--- config.mk ---
export PLATFORM = sky130hd
export DESIGN_NAME = ahb_fill_master
export DESIGN_NICKNAME = d
export VERILOG_FILES = /design/src/rtl/ahb_fill_master.sv
export SDC_FILE = /design/constraint.sdc
export NUM_CORES = 1
export LEC_CHECK = 0
export CAP_MARGIN = 20
export CORE_MARGIN = 3
export CORE_UTILIZATION = 30
export DETAILED_ROUTE_END_ITERATION = 10
export SLEW_MARGIN = 20
export SYNTH_ARGS = -nofsm -noshare
export SYNTH_HDL_FRONTEND = slang
export SYNTH_SLANG_ARGS = --single-unit
--- constraint.sdc ---
create_clock -name HCLK -period 7.3 [get_ports HCLK]
set_input_delay 1.825 -clock HCLK [delete_from_list [all_inputs] [get_ports HCLK]]
set_output_delay 1.825 -clock HCLK [all_outputs]
set_load 0.01 [all_outputs]
--- src/rtl/ahb_fill_master.sv ---
// ahb_fill_master
// -----------------------------------------------------------------------------
// AHB-Lite initiator that writes a programmable run of 32-bit words to
// consecutive slave addresses (frame-buffer fill/clear, console text push).
// Every beat is a single NONSEQ word write; beats are pipelined so that the
// address phase of beat k+1 overlaps the data phase of beat k.  HREADY wait
// states stall the whole pipeline; a two-cycle HRESP=ERROR response cancels
// any pending address phase and ends the run with error=1 (no retry).
//
// Handshake: a run is requested by a one-cycle start pulse, sampled only while
// busy=0.  busy rises the cycle after an accepted start and falls in the same
// cycle that done pulses.  On the AHB side, a phase completes on a rising edge
// where HREADY=1; while HREADY=0 every bus output and internal counter holds.
//
// Ports
//   HCLK, HRESETn        clock (rising edge) and asynchronous active-low reset
//   start                one-cycle run request
//   base_addr            first write address (word aligned), sampled with start
//   length               number of beats (0 = empty run), sampled with start
//   fill_data            data of beat 0, sampled with start
//   data_inc             per-beat data increment, sampled with start
//   busy, done, error    run status (done is a one-cycle pulse; error is sticky
//                        until the next accepted start)
//   HADDR..HMASTLOCK     AHB-Lite master address/control outputs (registered)
//   HWDATA               write data, valid in the data phase
//   HREADY, HRESP        transfer-complete and response from the interconnect
// -----------------------------------------------------------------------------
module ahb_fill_master #(
    parameter int unsigned ADDR_STEP = 4,
    parameter int unsigned LEN_W     = 16
) (
    input  logic             HCLK,
    input  logic             HRESETn,
    input  logic             start,
    input  logic [31:0]      base_addr,
    input  logic [LEN_W-1:0] length,
    input  logic [31:0]      fill_data,
    input  logic [31:0]      data_inc,
    output logic             busy,
    output logic             done,
    output logic             error,
    output logic [31:0]      HADDR,
    output logic [1:0]       HTRANS,
    output logic             HWRITE,
    output logic [2:0]       HSIZE,
    output logic [2:0]       HBURST,
    output logic [3:0]       HPROT,
    output logic             HMASTLOCK,
    output logic [31:0]      HWDATA,
    input  logic             HREADY,
    input  logic             HRESP
);

    localparam logic [1:0]       TRANS_IDLE   = 2'b00;
    localparam logic [1:0]       TRANS_NONSEQ = 2'b10;
    localparam logic [31:0]      STEP         = 32'(ADDR_STEP);
    localparam logic [LEN_W-1:0] ONE_BEAT     = LEN_W'(1);

    // S_ADDR : first address phase, no data phase of ours in flight yet
    // S_PIPE : address phase of beat k+1 overlapping data phase of beat k
    // S_LAST : data phase of the final beat, bus address phase idle
    // S_ERR  : second cycle of an ERROR response
    typedef enum logic [2:0] {
        S_IDLE,
        S_ADDR,
        S_PIPE,
        S_LAST,
        S_ERR
    } state_t;

    state_t           state;
    logic [31:0]      data_q;   // data of the beat currently in its address phase
    logic [31:0]      inc_q;
    logic [LEN_W-1:0] beats_q;  // address phases still to be accepted, incl. current

    assign HSIZE     = 3'b010;
    assign HBURST    = 3'b000;
    assign HPROT     = 4'b0011;
    assign HMASTLOCK = 1'b0;

    always_ff @(posedge HCLK or negedge HRESETn) begin
        if (!HRESETn) begin
            state   <= S_IDLE;
            HADDR   <= '0;
            HTRANS  <= TRANS_IDLE;
            HWRITE  <= 1'b0;
            HWDATA  <= '0;
            data_q  <= '0;
            inc_q   <= '0;
            beats_q <= '0;
            busy    <= 1'b0;
            done    <= 1'b0;
            error   <= 1'b0;
        end else begin
            done <= 1'b0;
            case (state)
                S_IDLE: begin
                    if (start) begin
                        error <= 1'b0;
                        if (length != '0) begin
                            state   <= S_ADDR;
                            HTRANS  <= TRANS_NONSEQ;
                            HWRITE  <= 1'b1;
                            HADDR   <= base_addr;
                            data_q  <= fill_data;
                            inc_q   <= data_inc;
                            beats_q <= length;
                            busy    <= 1'b1;
                        end else begin
                            // Empty run: report completion without touching the bus.
                            done <= 1'b1;
                        end
                    end
                end

                S_ADDR, S_PIPE: begin
                    if (state == S_PIPE && !HREADY && HRESP) begin
                        // First ERROR cycle on the previous beat: drop the
                        // pending address phase so it is never transferred.
                        HTRANS <= TRANS_IDLE;
                        HWRITE <= 1'b0;
                        state  <= S_ERR;
                    end else if (HREADY) begin
                        HWDATA <= data_q;
                        if (beats_q == ONE_BEAT) begin
                            HTRANS <= TRANS_IDLE;
                            HWRITE <= 1'b0;
                            state  <= S_LAST;
                        end else begin
                            HADDR   <= HADDR + STEP;
                            data_q  <= data_q + inc_q;
                            beats_q <= beats_q - ONE_BEAT;
                            state   <= S_PIPE;
                        end
                    end
                end

                S_LAST: begin
                    if (HREADY) begin
                        state <= S_IDLE;
                        busy  <= 1'b0;
                        done  <= 1'b1;
                        error <= HRESP;
                    end else if (HRESP) begin
                        state <= S_ERR;
                    end
                end

                S_ERR: begin
                    if (HREADY) begin
                        state <= S_IDLE;
                        busy  <= 1'b0;
                        done  <= 1'b1;
                        error <= 1'b1;
                    end
                end

                default: state <= S_IDLE;
            endcase
        end
    end

endmodule

==> results.md, run 1 <==
* Hold Path Sink: inc_q[2]
* Data required, critical path at about 7.6 ns
* Ys flop type: dfrtp_1
* Max incr delay on CP at 0.43 ns
* Final-report max-slew violation count at 0
* Cells after synthesis at 952
* VDD IR max at 0.174 mV
* Max frequency at 0.255 GHz
* Final Hold Vio Count at 0
* GP Congestion at 0.846
* Root Driver: clkbuf_16
* Final period util at 0.536
* Chip height at around 180 um
* Post-CTS Hold Fix Bufs at 0
* Avg WL per Cell at 18.0 um
* Grt total ovfl at 0
* Remaining DRCs at 0
* Skew-Pair Late Insertion Delay at 0.43 ns
* CTS tree: done
* # H-tree levels at 4
* Area of the multi-input gates at roughly 0.0045 sq mm
* Vias in the first global route at around 7500
* Ant diodes at 0
* CP Class: in2reg
* Slew Limit Headroom at 0.396
* FP Rows at 61
* Critical Path Sink Type: flip-flop
* Ratio of cells with drive above 1 in the final layout at 0.0844
* Post-layout nets at 1265
* Synth unique cells at between 70 and 80
* Hold WC Path Type: reg2reg
* Drt pass-1 iters at 5
* CTS Buf Count at 17
* Flops & latches, synth at around 150
* Worst-path cell chain: clkdlybuf4s50_1, nor4_1, nand4_1, and3_4, buf_4, a32o_1, a21oi_1, o21ai_0
* Slowest cell on crit path: clkdlybuf4s50_1
* Fin Setup TNS at 0 ns
* Share of the synthesized area in the top cell type at 0.441
* Clk pin slew, worst setup/hold paths at approximately 0.060 ns
* Storage cell area at about 0.0038 sq mm
* Minimum clock period at 3.92 ns
* Synth async-reset ratio at 1.00
* Routed WL at around 27000 um
* PnR worst setup slack at 3.38 ns
* Crit Path Max Fanout at 64
* Initial antenna violation count at 1
* Status: completed
* FF-to-FF End: data_q[30]
* Postcts setup bufs at 0
* Worst r2r path cells at 11
* Final Cell Area at 0.0113 sq mm
* Slew at the pin closest to its max-slew limit at ~0.91 ns
* Worst r2r src: data_q[0]
* RSZ-0062 raised after global routing: false
* Mapped Area at 0.00857 sq mm
* Filler cell count at 2809
* Clock Sinks at about 150
* Hold Crit Start: inc_q[2]
* Max Cap Violations at 0
* Flop2flop setup slack at roughly 3.8 ns
* Vias at 7800
* Worst slack, placed at 2.92 ns
* Die W at 175 um
* Sequential area share after synthesis at 0.441
* Area Growth Syn to Fin at 32.1%
* Global-route wire length before repair at about 42000 um
* Post-synth EDFFs at 0
* Post-DP HPWL at about 19000 um
* Worst Hold Depth at 2
* Bufs on Longest Clock Path at 2
* Synth warnings at 0
* Final ANT Viol Nets at 0
* Top cells by area, synth: dfrtp_1, nand2_1, ha_1
* Post-cts gate resize count at 0
* 1st-iter DRT viols at about 630
* IO Pins at ~200
* Worst clock skew at 0.0148 ns
* Vias per cell at about 5.2
* # setup viols final at 0
* Pwr Total at around 5.6 mW
* Largest net degree at the start of global routing at between 60 and 70
* Gr usage total at 0.174
* Worst EP arrival at 4.20 ns
* Area of the die at 0.0306 sq mm
* PwrDens at 493 mW/mm^2
* Port Buf Inserts at 185
* Syn avg cell area at between 9 and 10 sq um
* Dpl cell area at 0.0107 sq mm
* Worst setup SP type: input pin
* Post-synth top area cell: dfrtp_1
* CORE AREA at 0.0279 sq mm
* Initial cell density of the core at 0.307
* LEAKAGE at 4.85 nW
-- metal layers --
metal  GRT usage  vias up  share of wire
li1            -     3733              -
met1       0.239     3764           0.45
met2       0.273      275           0.46
met3      0.0450       26          0.070
met4      0.0472        2          0.018
met5           0        -        0.00048
-- critical path: cells and delay by family --
| family | cells | cell delay, ns |
|---|---|---|
| buffers and inverters | 2 | 0.79 |
| AOI/OAI and AO/OA | 3 | 0.50 |
| and+or+nand+nor | 3 | 1.05 |
-- report_power, final --
part | switching (mW) | internal [mW]
Sequential | 0.359 | 1.25
Combinational | 1.68 | 1.37
Clock | 0.397 | 0.523
-- metrics by stage --
stage	util	hold slack [ns]	cells
2_1_floorplan	-	0.450	962
3_3_place_gp	0.384	0.462	1472
3_5_place_dp	0.384	0.469	1472
4_1_cts	0.405	0.486	1504
5_1_grt	0.405	0.506	1504
6_report	0.405	0.481	1504
-- Yosys cell counts, types with 7 or more instances --
master / count
a21oi_1: 69
nand2_1: 190
buf_2: 10
o21ai_0: 73
buf_4: 15
nor2_1: 55
and3_1: 11
nand4_1: 11
xor2_1: 15
nand3_1: 25
a21o_1: 16
xnor2_1: 14
a22oi_1: 21
o22ai_1: 16
inv_1: 22
mux2_2: 33
dfrtp_1: 151
clkbuf_1: 33
nor3_1: 13
ha_1: 34
o211ai_1: 7
-- placed cells by master (no fill, tap or decap), types with 21 or more instances in the layout --
master	Yosys	final
mux2_2	33	33
a22oi_1	21	21
inv_1	22	22
a21oi_1	69	69
nand3_1	25	24
dfrtp_1	151	151
o21ai_0	73	73
nand2_1	190	190
clkdlybuf4s50_1	0	184
ha_1	34	34
nor2_1	55	54
-- logic make-up after synthesis --
| group | after synthesis | synth area share |
|---|---|---|
| AND/OR/NAND/NOR | 337 | 0.173 |
| AO/OA/AOI/OAI | 275 | 0.208 |
| flip-flops | 151 | 0.441 |
| buffers and inverters | 85 | 0.0461 |
| multiplexers | 38 | 0.0492 |
| adder cells (fa/ha/maj) | 35 | 0.0520 |
| XOR/XNOR | 29 | 0.0296 |
| other | 2 | 0.000876 |
-- worst max-delay path by stage --
stage	start	end	slack [ns]
global placement	length[3]	beats_q[8]	2.92
finish	length[3]	data_q[31]	3.38
detailed placement	length[3]	data_q[31]	2.92
global route	length[3]	data_q[31]	3.17
CTS	length[3]	data_q[31]	3.36
floorplan	HREADY	beats_q[12]	3.94
-- flip-flops by register name, indices dropped and copies added (netlist names) --
register / cells
HWDATA: 32
done: 1
busy: 1
state: 3
beats_q: 16
data_q: 32
HADDR: 32
inc_q: 32
HTRANS: 1
error: 1
-- area by class of cell --
cell class                 instances  share of cell area
tap                              378              0.0418
timing repair buffer             195               0.170
clock buffer                      18              0.0388
multi-input combinational        726               0.394
sequential                       151               0.334
clock inverter                    14              0.0146
inverter                          22             0.00729
Power figures use the tool's default switching activity.
==> inputs of run 2 (changes only) <==
==> constraint.sdc (replaced) <==
create_clock -name HCLK -period 4.1 [get_ports HCLK]
set_input_delay 1.025 -clock HCLK [delete_from_list [all_inputs] [get_ports HCLK]]
set_output_delay 1.025 -clock HCLK [all_outputs]
set_load 0.01 [all_outputs]
==> run 2 against run 1 <==
Compared with the run above:
- register-to-register slack lost 3.1 ns
- via count rose by 0.24%
- core utilization hardly changed
- total power up 77%
- cell area hardly changed
- clock-buffer cell count unchanged
- global-route usage decreased by 0.23 points
- non-clock buffer count up 1
- die area did not move
- critical path depth rose by 4
==> results.md, run 2 (same netlist as run 1, synthesis figures left out) <==
* Status: completed
* Avg WL per Cell at 18.0 um
* IO Pins at a little under 200
* Clk pin slew, worst setup/hold paths at 0.07 ns
* Min Hold Slack at 0.475 ns
* Minimum clock period at 3.40 ns
* Clock Sinks at 151
* Die W at 175 um
* Critical Path Source: data_q[0]
* Drt pass-1 iters at 5
* FP Rows at roughly 60
* Bufs on Longest Clock Path at 2
* Root Driver: clkbuf_16
* Setup crit end: data_q[30]
* Final Hold Vio Count at 0
* CTS tree: done
* Port Buf Inserts at 185
* LEAKAGE at 4.84 nW
* Commonest non-fill, non-tap cell in the layout: nand2_1
* Worst EP arrival at 3.69 ns
* VDD IR max at 0.289 mV
* Fin Setup TNS at 0 ns
* Most frequent cells in the layout: nand2_1, clkdlybuf4s50_1, dfrtp_1
* Pwr Total at 9.89 mW
* Skew-Pair Late Insertion Delay at 0.43 ns
* RSZ-0062 raised after global routing: false
* Worst clock skew at 0.0124 ns
* PwrDens at 873 mW/mm^2
* Vias in the first global route at about 7500
* Ratio of cells with drive above 1 in the final layout at 0.0852
* Filler cell count at around 2800
* Remaining DRCs at 0
* Global-route wire length before repair at 42100 um
* # setup viols final at 0
* Grt total ovfl at 0
* Vias per cell at 5.20
* Largest net degree at the start of global routing at just under 90
* Vias at between 7000 and 8000
* Flop2flop setup slack at 0.70 ns
* Final Cell Area at about 0.011 sq mm
* Postcts setup bufs at 0
* Max Cap Violations at 0
* Post-DP HPWL at 18900 um
* Gr usage total at 0.172
* Max frequency at 0.294 GHz
* 1st-iter DRT viols at 611
* Hold WC Path Type: reg2reg
* Initial antenna violation count at 0
* Post-layout nets at 1266
* Dpl cell area at 0.0108 sq mm
* Routed WL at 27000 um
* CORE AREA at 0.0279 sq mm
* # H-tree levels at 4
* Area Growth Syn to Fin at 32.2%
* Worst setup SP type: flip-flop
* Chip height at 175 um
* CP Class: reg2reg
* Crit Path Max Fanout at 3
* Worst r2r src: data_q[0]
* Post-cts gate resize count at 0
* Post-CTS Hold Fix Bufs at 0
* Initial cell density of the core at 0.307
* Critical Path Sink Type: flip-flop
* Slew at the pin closest to its max-slew limit at a little under 0.8 ns
* Worst r2r path cells at 12
* Ant diodes at 0
* Final-report max-slew violation count at 0
* Final ANT Viol Nets at 0
* CTS Buf Count at 17
* Slew Limit Headroom at 0.467
* Final period util at 0.830
* Area of the die at 0.0306 sq mm
* GP Congestion at 0.853
* Data required, critical path at roughly 4.4 ns
* FF-to-FF End: data_q[30]
run 2: cell count changes in the layout (fill, tap and decap cells not counted), sizes merged:
cell	change
clkinv	+2
bufinv	-2
inv	-1
buf	+1
clkinvlp	+1
run 2: where the power goes:
group / internal (mW) / leakage [nW] / switching, mW
sequential: 2.23 / 1.82 / 0.652
clock: 0.807 / 0.259 / 0.720
combinational: 2.48 / 2.77 / 3.00
total: 5.52 / 4.84 / 4.37
run 2: how the worst min path moves through the flow:
stage,startpoint,endpoint,slack [ns],depth (start not counted)
floorplan,inc_q[0],inc_q[0],0.45,2
global placement,HADDR[0],HADDR[0],0.46,2
detailed placement,HADDR[0],HADDR[0],0.46,2
CTS,HADDR[0],HADDR[0],0.48,2
global route,inc_q[4],inc_q[4],0.51,2
finish,HADDR[0],HADDR[0],0.47,2
run 2: area by class of cell:
type,instances,area (sq um),area share
Inverter,22,82.6,0.00729
Clock inverter,14,118,0.0104
Timing Repair Buffer,196,1990,0.175
Tap cell,378,473,0.0417
Sequential cell,151,3780,0.333
Clock buffer,18,439,0.0388
Multi-Input combinational cell,726,4460,0.393
run 2: worst max-delay path, stage by stage (launching register included):
cell	delay [ns]
dfrtp_1	0.40
ha_1	0.24
fa_1	0.43
a211oi_1	0.34
buf_4	0.19
o211ai_1	0.13
a31oi_1	0.38
o31ai_1	0.13
a21o_1	0.22
a41o_1	0.32
a41oi_1	0.24
xor2_1	0.17
o21ai_0	0.09
run 2: metal layers:
layer / wire, um / GRT usage
met1: 12000 / 0.229
met2: 12900 / 0.282
met3: 1780 / 0.0452
met4: 388 / 0.0382
met5: 0 / 0
run 2: through the flow:
step | cells | utilization | worst slack [ns]
floorplan | 962 | - | 1.36
finish | 1505 | 0.406 | 0.696
CTS | 1505 | 0.406 | 0.683
detailed placement | 1473 | 0.386 | 0.457
global route | 1505 | 0.406 | 0.593
global placement | 1473 | 0.386 | 0.494
==> inputs of run 3 (changes only) <==
==> constraint.sdc (replaced) <==
create_clock -name HCLK -period 3.1 [get_ports HCLK]
set_input_delay 0.775 -clock HCLK [delete_from_list [all_inputs] [get_ports HCLK]]
set_output_delay 0.775 -clock HCLK [all_outputs]
set_load 0.01 [all_outputs]
==> run 3 against run 2 <==
Compared with the run above:
- cell area increased by 2.7%
- critical path depth unchanged
- via count up 1.2%
- total power grew 38%
- critical endpoint is now data_q[26]
- largest cell class unchanged
- largest power group unchanged
==> results.md, run 3 (same netlist as run 1, synthesis figures left out) <==
* Flop2flop setup slack at 0.11 ns
* Commonest non-fill, non-tap cell in the layout: nand2_1
* Layout Utilization at 0.417
* Routed WL at 27700 um
* Slew at the pin closest to its max-slew limit at just under 0.8 ns
* Delay-heaviest family, CP: compound AO/OA/AOI/OAI gates
* Filler cell count at around 2800
* LEAKAGE at between 5 and 6 nW
* Fin Setup TNS at 0 ns
* Post-layout nets at between 1000 and 1500
* Worst clock skew at approximately 0.014 ns
* Worst setup SP type: flip-flop
* Area Growth Syn to Fin at 35.7%
* Die W at 175 um
* Final period util at 0.963
* RSZ-0062 raised after global routing: false
* Vias in the first global route at 7998
* Bufs on Longest Clock Path at 2
* Initial antenna violation count at 1
* 1st-iter DRT viols at 629
* Min Hold Slack at 0.278 ns
* Vias per cell at a little over 5
* Skew-Pair Late Insertion Delay at 0.43 ns
* FP Rows at just over 60
* PwrDens at 1170 mW/mm^2
* FF-to-FF End: data_q[26]
* VDD IR max at around 0.44 mV
* Minimum clock period at approximately 3 ns
* Grt total ovfl at 0
* Drt pass-1 iters at 5
* Worst r2r src: data_q[0]
* Worst r2r path cells at 12
* CORE AREA at 0.0279 sq mm
* Vias at 7913
* Area of the multi-input gates at 0.00449 sq mm
* Area of the die at 0.0306 sq mm
* Final Hold Vio Count at 0
* Ant diodes at 0
* # H-tree levels at 4
* Critical Path Sink Type: flip-flop
* Worst slack, placed at 0.0797 ns
* Gr usage total at 0.180
* Max Cap Violations at 0
* Worst EP arrival at 3.28 ns
* Ratio of cells with drive above 1 in the final layout at 0.111
* Status: completed
* Clk pin slew, worst setup/hold paths at 0.07 ns
* Worst-path cell chain: ha_1, fa_2, a211oi_2, buf_4, o211ai_1, a31oi_2, o31ai_1, a21o_1, a41o_1, a21boi_0, xor2_1, o21ai_0
* Port Buf Inserts at 185
* Initial cell density of the core at 0.307
* Data required, critical path at 3.39 ns
* Max incr delay on CP at ~0.40 ns
* Final ANT Viol Nets at 0
* # setup viols final at 0
* GP Congestion at 0.861
* Chip height at 175 um
* Largest net degree at the start of global routing at between 50 and 60
* Slowest cell on crit path: dfrtp_1
* Slew Limit Headroom at 0.478
* IO Pins at 198
* Storage cell area at 0.00378 sq mm
* Final-report max-slew violation count at 0
* Max frequency at 0.335 GHz
* Clock Sinks at 151
* Root Driver: clkbuf_16
* Avg WL per Cell at 18.1 um
* CTS Buf Count at 17
* CP Class: reg2reg
* CP bufs+invs at 1
* PnR worst setup slack at ~0.11 ns
* CTS tree: done
* Hold WC Path Type: in2async
* Post-DP HPWL at 19900 um
* Global-route wire length before repair at 44000 um
* Remaining DRCs at 0
* Crit Path Max Fanout at 3
* Most frequent cells in the layout: nand2_1, clkdlybuf4s50_1, dfrtp_1
==> run 3: cell types whose count changed in the layout (fill, tap and decap cells not counted), sizes merged <==
cell,change
buf,+29
clkbuf,+2
bufinv,+2
inv,-3
clkinvlp,-2
==> run 3: layer usage <==
layer  track usage  wire length, um  up-vias  share of wire
met4        0.0465              447        2          0.016
li1              -                -     3777              -
met2         0.295            13200      274           0.47
met1         0.237            12400     3827           0.45
met3        0.0482             1720       33          0.062
met5             0               11        -        0.00040
==> run 3: report_power, final <==
part / leakage (nW) / switching (mW) / internal (mW)
sequential: 1.82 / 0.857 / 2.95
clock: 0.273 / 0.866 / 1.20
combinational: 2.93 / 4.15 / 3.62
total: 5.02 / 5.87 / 7.78
==> run 3: how the worst max path moves through the flow <==
stage	startpoint	endpoint	cells after the start
2_1_floorplan	data_q[0]	data_q[30]	11
3_3_place_gp	data_q[0]	data_q[30]	12
3_5_place_dp	data_q[3]	data_q[29]	12
4_1_cts	data_q[3]	data_q[19]	11
5_1_grt	data_q[0]	data_q[26]	12
6_report	data_q[0]	data_q[26]	12
==> run 3: timing repair <==
| action | 4_1_cts | 5_1_grt |
|---|---|---|
| endpoints found under the setup margin | 0 | 6 |
| hold buffers | 0 | 0 |
| resized for setup | 0 | 10 |
| buffers inserted | 0 | 0 |
==> run 3: cell type report <==
class,instances,area share
sequential,151,0.325
multi-input combinational,726,0.386
clock inverter,11,0.0106
timing repair buffer,225,0.193
inverter,22,0.00710
clock buffer,20,0.0384
tap,378,0.0406
==> run 3: per-stage QoR <==
| step | area (sq um) | total power [mW] | std cells |
|---|---|---|---|
| after floorplan | 8610 | 8.46 | 962 |
| after global placement | 11000 | 11.4 | 1502 |
| after detailed placement | 11000 | 11.5 | 1502 |
| after CTS | 11600 | 13.6 | 1533 |
| after global routing | 11600 | 14.8 | 1533 |
| final | 11600 | 13.7 | 1533 |
